**src/rtl/sid_filter_sched.sv**
```systemverilog
// sid_filter_sched: shares one two-slot SID filter datapath between chip 0
// and chip 1. Each accepted sample tick snapshots both chips' filter inputs,
// then runs one pass of filter micro-states per chip and captures the
// filter output for each chip.
// Optional build macro: SID_SCHED_OVERRUN_CNT_EN adds the overrun_clr input
// and the saturating overrun_cnt output.
`timescale 1ns/1ps
module sid_filter_sched #(
    parameter int PASS_LEN = 8  // cycles per chip pass, 8..15
) (
    input  logic         clk,
    input  logic         reset,
    input  logic         ce,
    input  logic         mode_0,
    input  logic         mode_1,
    input  logic [15:0]  f0_0,
    input  logic [15:0]  f0_1,
    input  logic [7:0]   res_filt_0,
    input  logic [7:0]   res_filt_1,
    input  logic [7:0]   mode_vol_0,
    input  logic [7:0]   mode_vol_1,
    input  logic [87:0]  voices_0,
    input  logic [87:0]  voices_1,
    input  logic [17:0]  filt_audio,
`ifdef SID_SCHED_OVERRUN_CNT_EN
    input  logic         overrun_clr,
    output logic [7:0]   overrun_cnt,
`endif
    output logic [2:0]   filt_state,
    output logic         filt_mode,
    output logic [15:0]  filt_f0,
    output logic [7:0]   filt_res_filt,
    output logic [7:0]   filt_mode_vol,
    output logic [87:0]  filt_voices,
    output logic [17:0]  audio_0,
    output logic [17:0]  audio_1,
    output logic         sample_valid,
    output logic         busy,
    output logic         overrun
);

    typedef enum logic [1:0] {IDLE, PASS0, PASS1} state_t;

    localparam logic [3:0] CNT_LAST    = 4'(PASS_LEN - 1);
    localparam logic [3:0] CNT_CAPTURE = 4'd6;

    state_t      state_q, state_d;
    logic [3:0]  cnt_q, cnt_d;
    logic        sel_q, sel_d;
    logic        snap;
    logic        cnt_last;
    logic        capture;

    // Shadow copies of both chips' inputs, index 0 = chip 0, 1 = chip 1
    logic [1:0]        mode_q;
    logic [1:0][15:0]  f0_q;
    logic [1:0][7:0]   res_filt_q;
    logic [1:0][7:0]   mode_vol_q;
    logic [1:0][87:0]  voices_q;

    logic [17:0] audio_0_q, audio_1_q;

    assign cnt_last = (cnt_q == CNT_LAST);
    // Filter presents audio one cycle after state-5 operands, i.e. during cnt=6
    assign capture  = (state_q != IDLE) && (cnt_q == CNT_CAPTURE);

    // Next-state logic for the pass sequencer
    always_comb begin
        state_d = state_q;
        cnt_d   = cnt_q;
        sel_d   = sel_q;
        snap    = 1'b0;
        case (state_q)
            IDLE: begin
                if (ce) begin
                    snap    = 1'b1;
                    cnt_d   = 4'd0;
                    sel_d   = 1'b0;
                    state_d = PASS0;
                end
            end
            PASS0: begin
                if (cnt_last) begin
                    cnt_d   = 4'd0;
                    sel_d   = 1'b1;
                    state_d = PASS1;
                end else begin
                    cnt_d = cnt_q + 4'd1;
                end
            end
            PASS1: begin
                if (cnt_last) begin
                    cnt_d   = 4'd0;
                    state_d = IDLE;
                end else begin
                    cnt_d = cnt_q + 4'd1;
                end
            end
            default: state_d = IDLE;
        endcase
    end

    // Sequencer state, pass counter and chip select registers
    always_ff @(posedge clk or posedge reset) begin
        if (reset) begin
            state_q <= IDLE;
            cnt_q   <= 4'd0;
            sel_q   <= 1'b0;
        end else begin
            state_q <= state_d;
            cnt_q   <= cnt_d;
            sel_q   <= sel_d;
        end
    end

    // Snapshot both chips' inputs on an accepted tick so live inputs never reach the filter mid-sequence
    always_ff @(posedge clk or posedge reset) begin
        if (reset) begin
            mode_q     <= '0;
            f0_q       <= '0;
            res_filt_q <= '0;
            mode_vol_q <= '0;
            voices_q   <= '0;
        end else if (snap) begin
            mode_q     <= {mode_1, mode_0};
            f0_q       <= {f0_1, f0_0};
            res_filt_q <= {res_filt_1, res_filt_0};
            mode_vol_q <= {mode_vol_1, mode_vol_0};
            voices_q   <= {voices_1, voices_0};
        end
    end

    // Capture the filter output into the slot of the chip currently being processed
    always_ff @(posedge clk or posedge reset) begin
        if (reset) begin
            audio_0_q <= '0;
            audio_1_q <= '0;
        end else if (capture) begin
            if (sel_q) audio_1_q <= filt_audio;
            else       audio_0_q <= filt_audio;
        end
    end

`ifdef SID_SCHED_OVERRUN_CNT_EN
    logic [7:0] overrun_cnt_q;

    // Saturating overrun counter; clearable only together with an accepted tick
    always_ff @(posedge clk or posedge reset) begin
        if (reset) begin
            overrun_cnt_q <= '0;
        end else if (snap && overrun_clr) begin
            overrun_cnt_q <= '0;
        end else if (overrun && (overrun_cnt_q != 8'hFF)) begin
            overrun_cnt_q <= overrun_cnt_q + 8'd1;
        end
    end

    assign overrun_cnt = overrun_cnt_q;
`endif

    // Selected chip's shadow values; in IDLE the last selection is held
    assign filt_mode     = mode_q[sel_q];
    assign filt_f0       = f0_q[sel_q];
    assign filt_res_filt = res_filt_q[sel_q];
    assign filt_mode_vol = mode_vol_q[sel_q];
    assign filt_voices   = voices_q[sel_q];

    // Filter has only 8 micro-states; extra pass cycles idle it at state 0
    assign filt_state   = (busy && (cnt_q < 4'd8)) ? cnt_q[2:0] : 3'd0;
    assign busy         = (state_q != IDLE);
    assign sample_valid = (state_q == PASS1) && cnt_last;
    assign overrun      = ce && busy;
    assign audio_0      = audio_0_q;
    assign audio_1      = audio_1_q;

endmodule

```
**config.mk**
```make
export PLATFORM = sky130hd
export DESIGN_NAME = sid_filter_sched
export DESIGN_NICKNAME = d
export VERILOG_FILES = /design/src/rtl/sid_filter_sched.sv
export SDC_FILE = /design/constraint.sdc
export NUM_CORES = 1
export LEC_CHECK = 0
export CELL_PAD_IN_SITES_DETAIL_PLACEMENT = 1
export CELL_PAD_IN_SITES_GLOBAL_PLACEMENT = 1
export CORE_MARGIN = 2
export CORE_UTILIZATION = 37
export DETAILED_ROUTE_END_ITERATION = 7
export PLACE_DENSITY = 0.93
export SETUP_SLACK_MARGIN = 0.15
export SYNTH_ARGS = -nofsm -noshare
export SYNTH_HDL_FRONTEND = slang
export SYNTH_SLANG_ARGS = --single-unit
```
**constraint.sdc**
```tcl
create_clock -name clk -period 11.75 [get_ports clk]
set_input_delay 1.175 -clock clk [delete_from_list [all_inputs] [get_ports clk]]
set_output_delay 1.175 -clock clk [all_outputs]
set_load 0.05 [all_outputs]
```
==> results of run 1 <==
[sequential cells by signal, indices dropped and copies added, names as in the netlist]
signal and count:
audio_0 18, audio_1 18, cnt_q 4, f0_q 32, mode_q 2, mode_vol_q 16, res_filt_q 16, sel_q 1
state_q 2, voices_q 176
[stage by stage]
| step | hold slack [ns] | power (mW) | setup slack [ns] | area, um2 |
|---|---|---|---|---|
| finish | 0.501 | 5.39 | 6.89 | 17900 |
| global route | 0.509 | 5.64 | 6.71 | 17900 |
| floorplan | 0.474 | 3.49 | 2.71 | 12200 |
| detailed placement | 0.488 | 4.37 | 7.44 | 16900 |
| global placement | 0.481 | 4.24 | 7.46 | 16900 |
| CTS | 0.503 | 5.45 | 6.87 | 17900 |
[per-layer routing]
layer	up-vias	GRT usage [%]	wire length, um
met2	281	41.1	20600
li1	3604	-	-
met3	60	5.67	2670
met4	0	5.95	805
met5	-	0	0
met1	4161	21.6	12900
[report_power, final]
group          total [mW]  switching [mW]  internal (mW)
clock                1.02           0.402          0.622
combinational        2.63            1.50           1.13
sequential           1.74           0.279           1.46
total                5.39            2.18           3.21
[cell families (layout without fill, tap and decap cells)]
group | after synthesis | in the layout | synth area share, %
flops | 285 | 285 | 58.4
fa+ha+maj | 6 | 6 | 0.615
buf+inv | 50 | 492 | 2.08
simple gates | 20 | 20 | 1.11
compound gates | 14 | 14 | 0.697
mux | 399 | 399 | 37.1
other cells | 0 | 1 | 0
[area by class of cell]
class,count,area [um2]
sequential,285,7140
tap,442,553
clock inverter,6,32.5
antenna,1,2.50
timing repair buffer,430,4290
multi-input combinational,439,4840
inverter,7,33.8
clock buffer,49,1060
fill,3182,14600
[cell usage after synthesis (2+ instances only)]
master / number / area [um2]
sky130_fd_sc_hd__nor2_1: 2 / 7.51
sky130_fd_sc_hd__buf_2: 41 / 205
sky130_fd_sc_hd__nand3_1: 3 / 15.0
sky130_fd_sc_hd__nand2_1: 3 / 11.3
sky130_fd_sc_hd__a21oi_1: 5 / 25.0
sky130_fd_sc_hd__buf_6: 2 / 22.5
sky130_fd_sc_hd__inv_1: 6 / 22.5
sky130_fd_sc_hd__mux2_4: 10 / 150
sky130_fd_sc_hd__mux2_2: 389 / 4380
sky130_fd_sc_hd__dfrtp_1: 285 / 7130
sky130_fd_sc_hd__ha_1: 6 / 75.1
sky130_fd_sc_hd__o21ai_0: 5 / 25.0
sky130_fd_sc_hd__and2_1: 2 / 12.5
sky130_fd_sc_hd__and3_1: 2 / 12.5
[worst paths after layout]
| kind | from | end | slack (ns) | cells after the start |
|---|---|---|---|---|
| min in group asynchronous | reset | voices_q[21]$_DFFE_PP0P_ | 1.28 | 2 |
| worst max-delay path | sel_q$_DFFE_PP0P_ | filt_voices[62] | 6.89 | 3 |
| worst max register to register | state_q[0]$_DFFE_PP0P_ | f0_q[4]$_DFFE_PP0P_ | 8.69 | 5 |
| max in group asynchronous | reset | voices_q[140]$_DFFE_PP0P_ | 8.87 | 3 |
| worst min-delay path | voices_q[4]$_DFFE_PP0P_ | voices_q[4]$_DFFE_PP0P_ | 0.50 | 1 |
| worst min register to register | voices_q[4]$_DFFE_PP0P_ | voices_q[4]$_DFFE_PP0P_ | 0.50 | 1 |
==> flow_metrics.tcl, run 1 <==
set metrics [dict create \
    p_leak_nw 7.36 \
    timing.critical_path.max_delay_family "buffers and inverters" \
    syn-cell-area_um2 12200 \
    clk_skew_ns 0.00995 \
    clock.fmax_mhz 206 \
    setup_viol_count_final 0 \
    synthesis.area_per_instance_um2 15.8 \
    layout.core_utilization_pct 55.2 \
    synth_cell_type_count 27 \
    synthFlopType "sky130_fd_sc_hd__dfrtp_1" \
    grt_setup_unrepaired "false" \
    crit_required_ns 10.58 \
    finalHoldViolCount 0 \
    drt.antenna.violating_nets 0 \
    cp_cell_sequence "buf_4, mux2_2, clkdlybuf4s50_1" \
    ios 426 \
    detail_route.drc_violations 0 \
    place.detailed.instances 1603 \
    timing.slew.headroom_pct 27.2 \
    number_of_global_route_vias_before_repair 9448 \
    highest_fanout_seen_on_the_critical_path 75 \
    cts.hold.buffers_added 0 \
    cts_resizes 0 \
    worst_slew_pin_slew_ns 1.09 \
    yosysWarnings 0 \
    largest_net_degree_at_the_start_of_global_routing 132 \
    setup.worst_path.end_class "output pin" \
    clock_sinks 285 \
    syn_to_layout_area_delta_pct 47.0 \
    initial_core_util_pct 37.5 \
    drv.max_cap_violation_count 0 \
    timing.final.max_slew_violations 0 \
    path_class "reg -> out" \
    hpwlAfterDp_um 26100 \
    syn_nets 1043 \
    finish.net_count 1466 \
    drt-total-wl_um 36900 \
    status "finished, final reports clean" \
    post_layout_nonfiller_instances 1659 \
    grt_usage_pct 21.0 \
    layout.cells.most_common "sky130_fd_sc_hd__clkdlybuf4s50_1" \
    globalplace.congestion 0.754 \
    slowest_stage "sky130_fd_sc_hd__dfrtp_4" \
    grt_pass1_wl_um 55000 \
    critical_path_buf_inv_count 2 \
    clockBufferDepth 3 \
    post-cts-setup-buffer-count 0 \
    pwr_density_cell_nw_per_um2 300 \
    width_of_the_chip_um 186 \
    final_worst_path_cycle_share_pct 41.3 \
    tritoncts_clock_tree "yes" \
    synth_sequential_area_ratio_pct 58.4 \
    timing.critical_path.slowest_cell_delay_ns 0.94 \
    synth-async-reset-ratio_pct 100 \
    postSynthRegisterBits 285 \
    critical_path_arrival_ns 3.68 \
    netlist_instances 774 \
    buffer_ports.inserted 425 \
    synth_edf_count 0 \
    most-common-layout-cells "sky130_fd_sc_hd__clkdlybuf4s50_1, sky130_fd_sc_hd__mux2_2, sky130_fd_sc_hd__dfrtp_1, sky130_fd_sc_hd__clkbuf_16, sky130_fd_sc_hd__mux2_4" \
    grt-ovfl-total 0 \
    cts_root_buf "sky130_fd_sc_hd__clkbuf_16" \
    drt-vias-per-instance 4.89 \
    worstHoldPathType "reg -> reg" \
    tritoncts.num_buffers 34 \
    die_h_um 186 \
    vias 8106 \
    post-route-min-period_ns 4.86 \
    rows 66 \
    clk_transition_reported_paths_ns 0.06 \
    initialDrtViolationCount 242 \
    worst_skew_pair.late_latency_ns 0.49 \
    vdd_drop_max_uv 236 \
    startpoint_type "flip-flop" \
    final.setup.tns_ns 0 \
    die-area_um2 34500 \
    clock_tree.htree_level_count 2 \
    post_route_cells_drive_above_1_share_pct 38.2 \
    routed_wire_length_per_instance_um 22.3 \
    antenna_violations_before_repair 0 \
    fp.coreArea_um2 32500 \
    drtPass1Iterations 4 \
]
(Power assumes the default switching activity.)
==> run 2: changes to the inputs <==
clock period = 4.7 ns   (was 11.75 ns; I/O delays follow)
==> flow_metrics.tcl, run 2 (synthesis gave the netlist of run 1 again) <==
set metrics [dict create \
    status "finished, final reports clean" \
    rr_worst_depth 5 \
    share_seq_of_total_power_pct 32.4 \
    r2r_setup_slack_ns 2.10 \
    width_of_the_chip_um 186 \
    largest_register_ff_count 176 \
    startpoint_type "flip-flop" \
    reg_top3 "voices_q (176), f0_q (32)" \
    pwr_density_cell_nw_per_um2 751 \
    worst_slew_pin_slew_ns 0.963 \
    finish.net_count 1467 \
    ios 426 \
    clock_power_share_pct 19.1 \
    tritoncts_clock_tree "yes" \
    drv.max_cap_violation_count 0 \
    clock_tree.htree_level_count 2 \
    critical_path_arrival_ns 3.10 \
    critical_path.reg2reg.endpoint "voices_q[175]$_DFFE_PP0P_" \
    grt_pass1_wl_um 55900 \
    grt-ovfl-total 0 \
    layout.cells.most_common "sky130_fd_sc_hd__clkdlybuf4s50_1" \
    crit_required_ns 4.23 \
    final_worst_path_cycle_share_pct 75.9 \
    drtPass1Iterations 5 \
    power.share.switching_pct 40.4 \
    globalplace.congestion 0.827 \
    antenna_violations_before_repair 2 \
    clockBufferDepth 3 \
    post-cts-setup-buffer-count 0 \
    detail_route.drc_violations 0 \
    power.combinational.fraction_pct 48.5 \
    cts_root_buf "sky130_fd_sc_hd__clkbuf_16" \
    timing.critical_path.max_delay_family "buffers and inverters" \
    initialDrtViolationCount 275 \
    tritoncts.num_buffers 34 \
    worstHoldPathType "in -> async" \
    highest_fanout_seen_on_the_critical_path 78 \
    postLayoutCellArea_um2 18000 \
    buffer_ports.inserted 425 \
    drt-total-wl_um 37800 \
    placement.cell_area_um2 16900 \
    cts_resizes 0 \
    layout.core_utilization_pct 55.4 \
    regMostFlops "voices_q" \
    die-area_um2 34500 \
    clk_transition_reported_paths_ns 0.06 \
    critical_path_buf_inv_count 2 \
    hpwlAfterDp_um 27000 \
    clock_sinks 285 \
    internal_power_mw 8.06 \
    slowest_stage "sky130_fd_sc_hd__dfrtp_4" \
    total_switching_power_mw 5.47 \
    rows 66 \
    timing.slew.headroom_pct 35.8 \
    totalPowerFinal_mw 13.5 \
    largest_net_degree_at_the_start_of_global_routing 119 \
    routed_wire_length_per_instance_um 22.7 \
    vias 8170 \
    drt.antenna.violating_nets 0 \
    timing.final.max_slew_violations 0 \
    most-common-layout-cells "sky130_fd_sc_hd__clkdlybuf4s50_1, sky130_fd_sc_hd__mux2_2, sky130_fd_sc_hd__dfrtp_1, sky130_fd_sc_hd__clkbuf_16" \
    vdd_drop_max_uv 501 \
    grt_setup_unrepaired "false" \
    path_class "reg -> out" \
    number_of_global_route_vias_before_repair 9347 \
    setup.worst_path.end_class "output pin" \
    post-route-min-period_ns 3.57 \
    die_h_um 186 \
    finalHoldViolCount 0 \
    fp.coreArea_um2 32500 \
    rr_startpoint "state_q[0]$_DFFE_PP0P_" \
    cp_cell_sequence "buf_12, mux2_2, clkdlybuf4s50_1" \
    final.setup.tns_ns 0 \
    setup_viol_count_final 0 \
    p_leak_nw 7.39 \
    drt-vias-per-instance 4.92 \
    grt_usage_pct 21.4 \
    clk_skew_ns 0.0124 \
    initial_core_util_pct 37.5 \
    timing.critical_path.slowest_cell_delay_ns 0.95 \
    syn_to_layout_area_delta_pct 47.6 \
    worst_skew_pair.late_latency_ns 0.50 \
    post_route_cells_drive_above_1_share_pct 38.1 \
    clock.fmax_mhz 280 \
    cts.hold.buffers_added 0 \
]
## run 2: worst reg2reg max path: cells and delay by family (launching register included)
| kind | cells | cell delay (ns) |
|---|---|---|
| and+or+nand+nor | 1 | 0.65 |
| muxes | 1 | 0.37 |
| buffers and inverters | 2 | 0.59 |
| DFF | 1 | 0.42 |
| adders and majority gates | 1 | 0.44 |
## run 2: worst max path at each step
stage / startpoint / endpoint / slack, ns / cells past startpoint
2_1_floorplan: reset / audio_0[0]$_DFFE_PP0P_ / 0.45 / 1
3_3_place_gp: sel_q$_DFFE_PP0P_ / filt_voices[71] / 1.68 / 3
3_5_place_dp: sel_q$_DFFE_PP0P_ / filt_voices[66] / 1.62 / 3
4_1_cts: sel_q$_DFFE_PP0P_ / filt_voices[73] / 1.06 / 3
5_1_grt: sel_q$_DFFE_PP0P_ / filt_voices[73] / 1.02 / 3
6_report: sel_q$_DFFE_PP0P_ / filt_res_filt[3] / 1.13 / 3
## run 2: cell type report
type / instances / area, um2
Clock inverter: 6 / 58.8
Inverter: 7 / 30.0
Multi-Input combinational cell: 439 / 4840
Timing Repair Buffer: 431 / 4370
Fill cell: 3157 / 14500
Clock buffer: 51 / 1040
Sequential cell: 285 / 7140
Antenna cell: 1 / 2.50
Tap cell: 442 / 553
## run 2: through the flow
stage / hold slack [ns] / std cells / worst slack, ns
2_1_floorplan: 0.474 / 774 / 0.453
3_3_place_gp: 0.481 / 1604 / 1.68
3_5_place_dp: 0.490 / 1604 / 1.62
4_1_cts: 0.339 / 1661 / 1.06
5_1_grt: 0.375 / 1661 / 1.02
6_report: 0.354 / 1662 / 1.13
## run 2: power by group through the flow
| stage | Sequential [mW] | Clock, mW | Combinational [mW] |
|---|---|---|---|
| 2_1_floorplan | 4.36 | 0 | 4.37 |
| 3_3_place_gp | 4.32 | 0 | 6.36 |
| 3_5_place_dp | 4.41 | 0 | 6.57 |
| 4_1_cts | 4.39 | 2.66 | 6.63 |
| 5_1_grt | 4.52 | 2.76 | 6.87 |
| 6_report | 4.39 | 2.59 | 6.56 |
## run 2: layer usage
metal | track usage, % | vias up | wire length (um)
li1 | - | 3613 | -
met1 | 23.5 | 4176 | 13500
met2 | 39.8 | 308 | 20300
met3 | 5.63 | 71 | 2690
met4 | 7.50 | 2 | 1280
met5 | 0 | - | 12
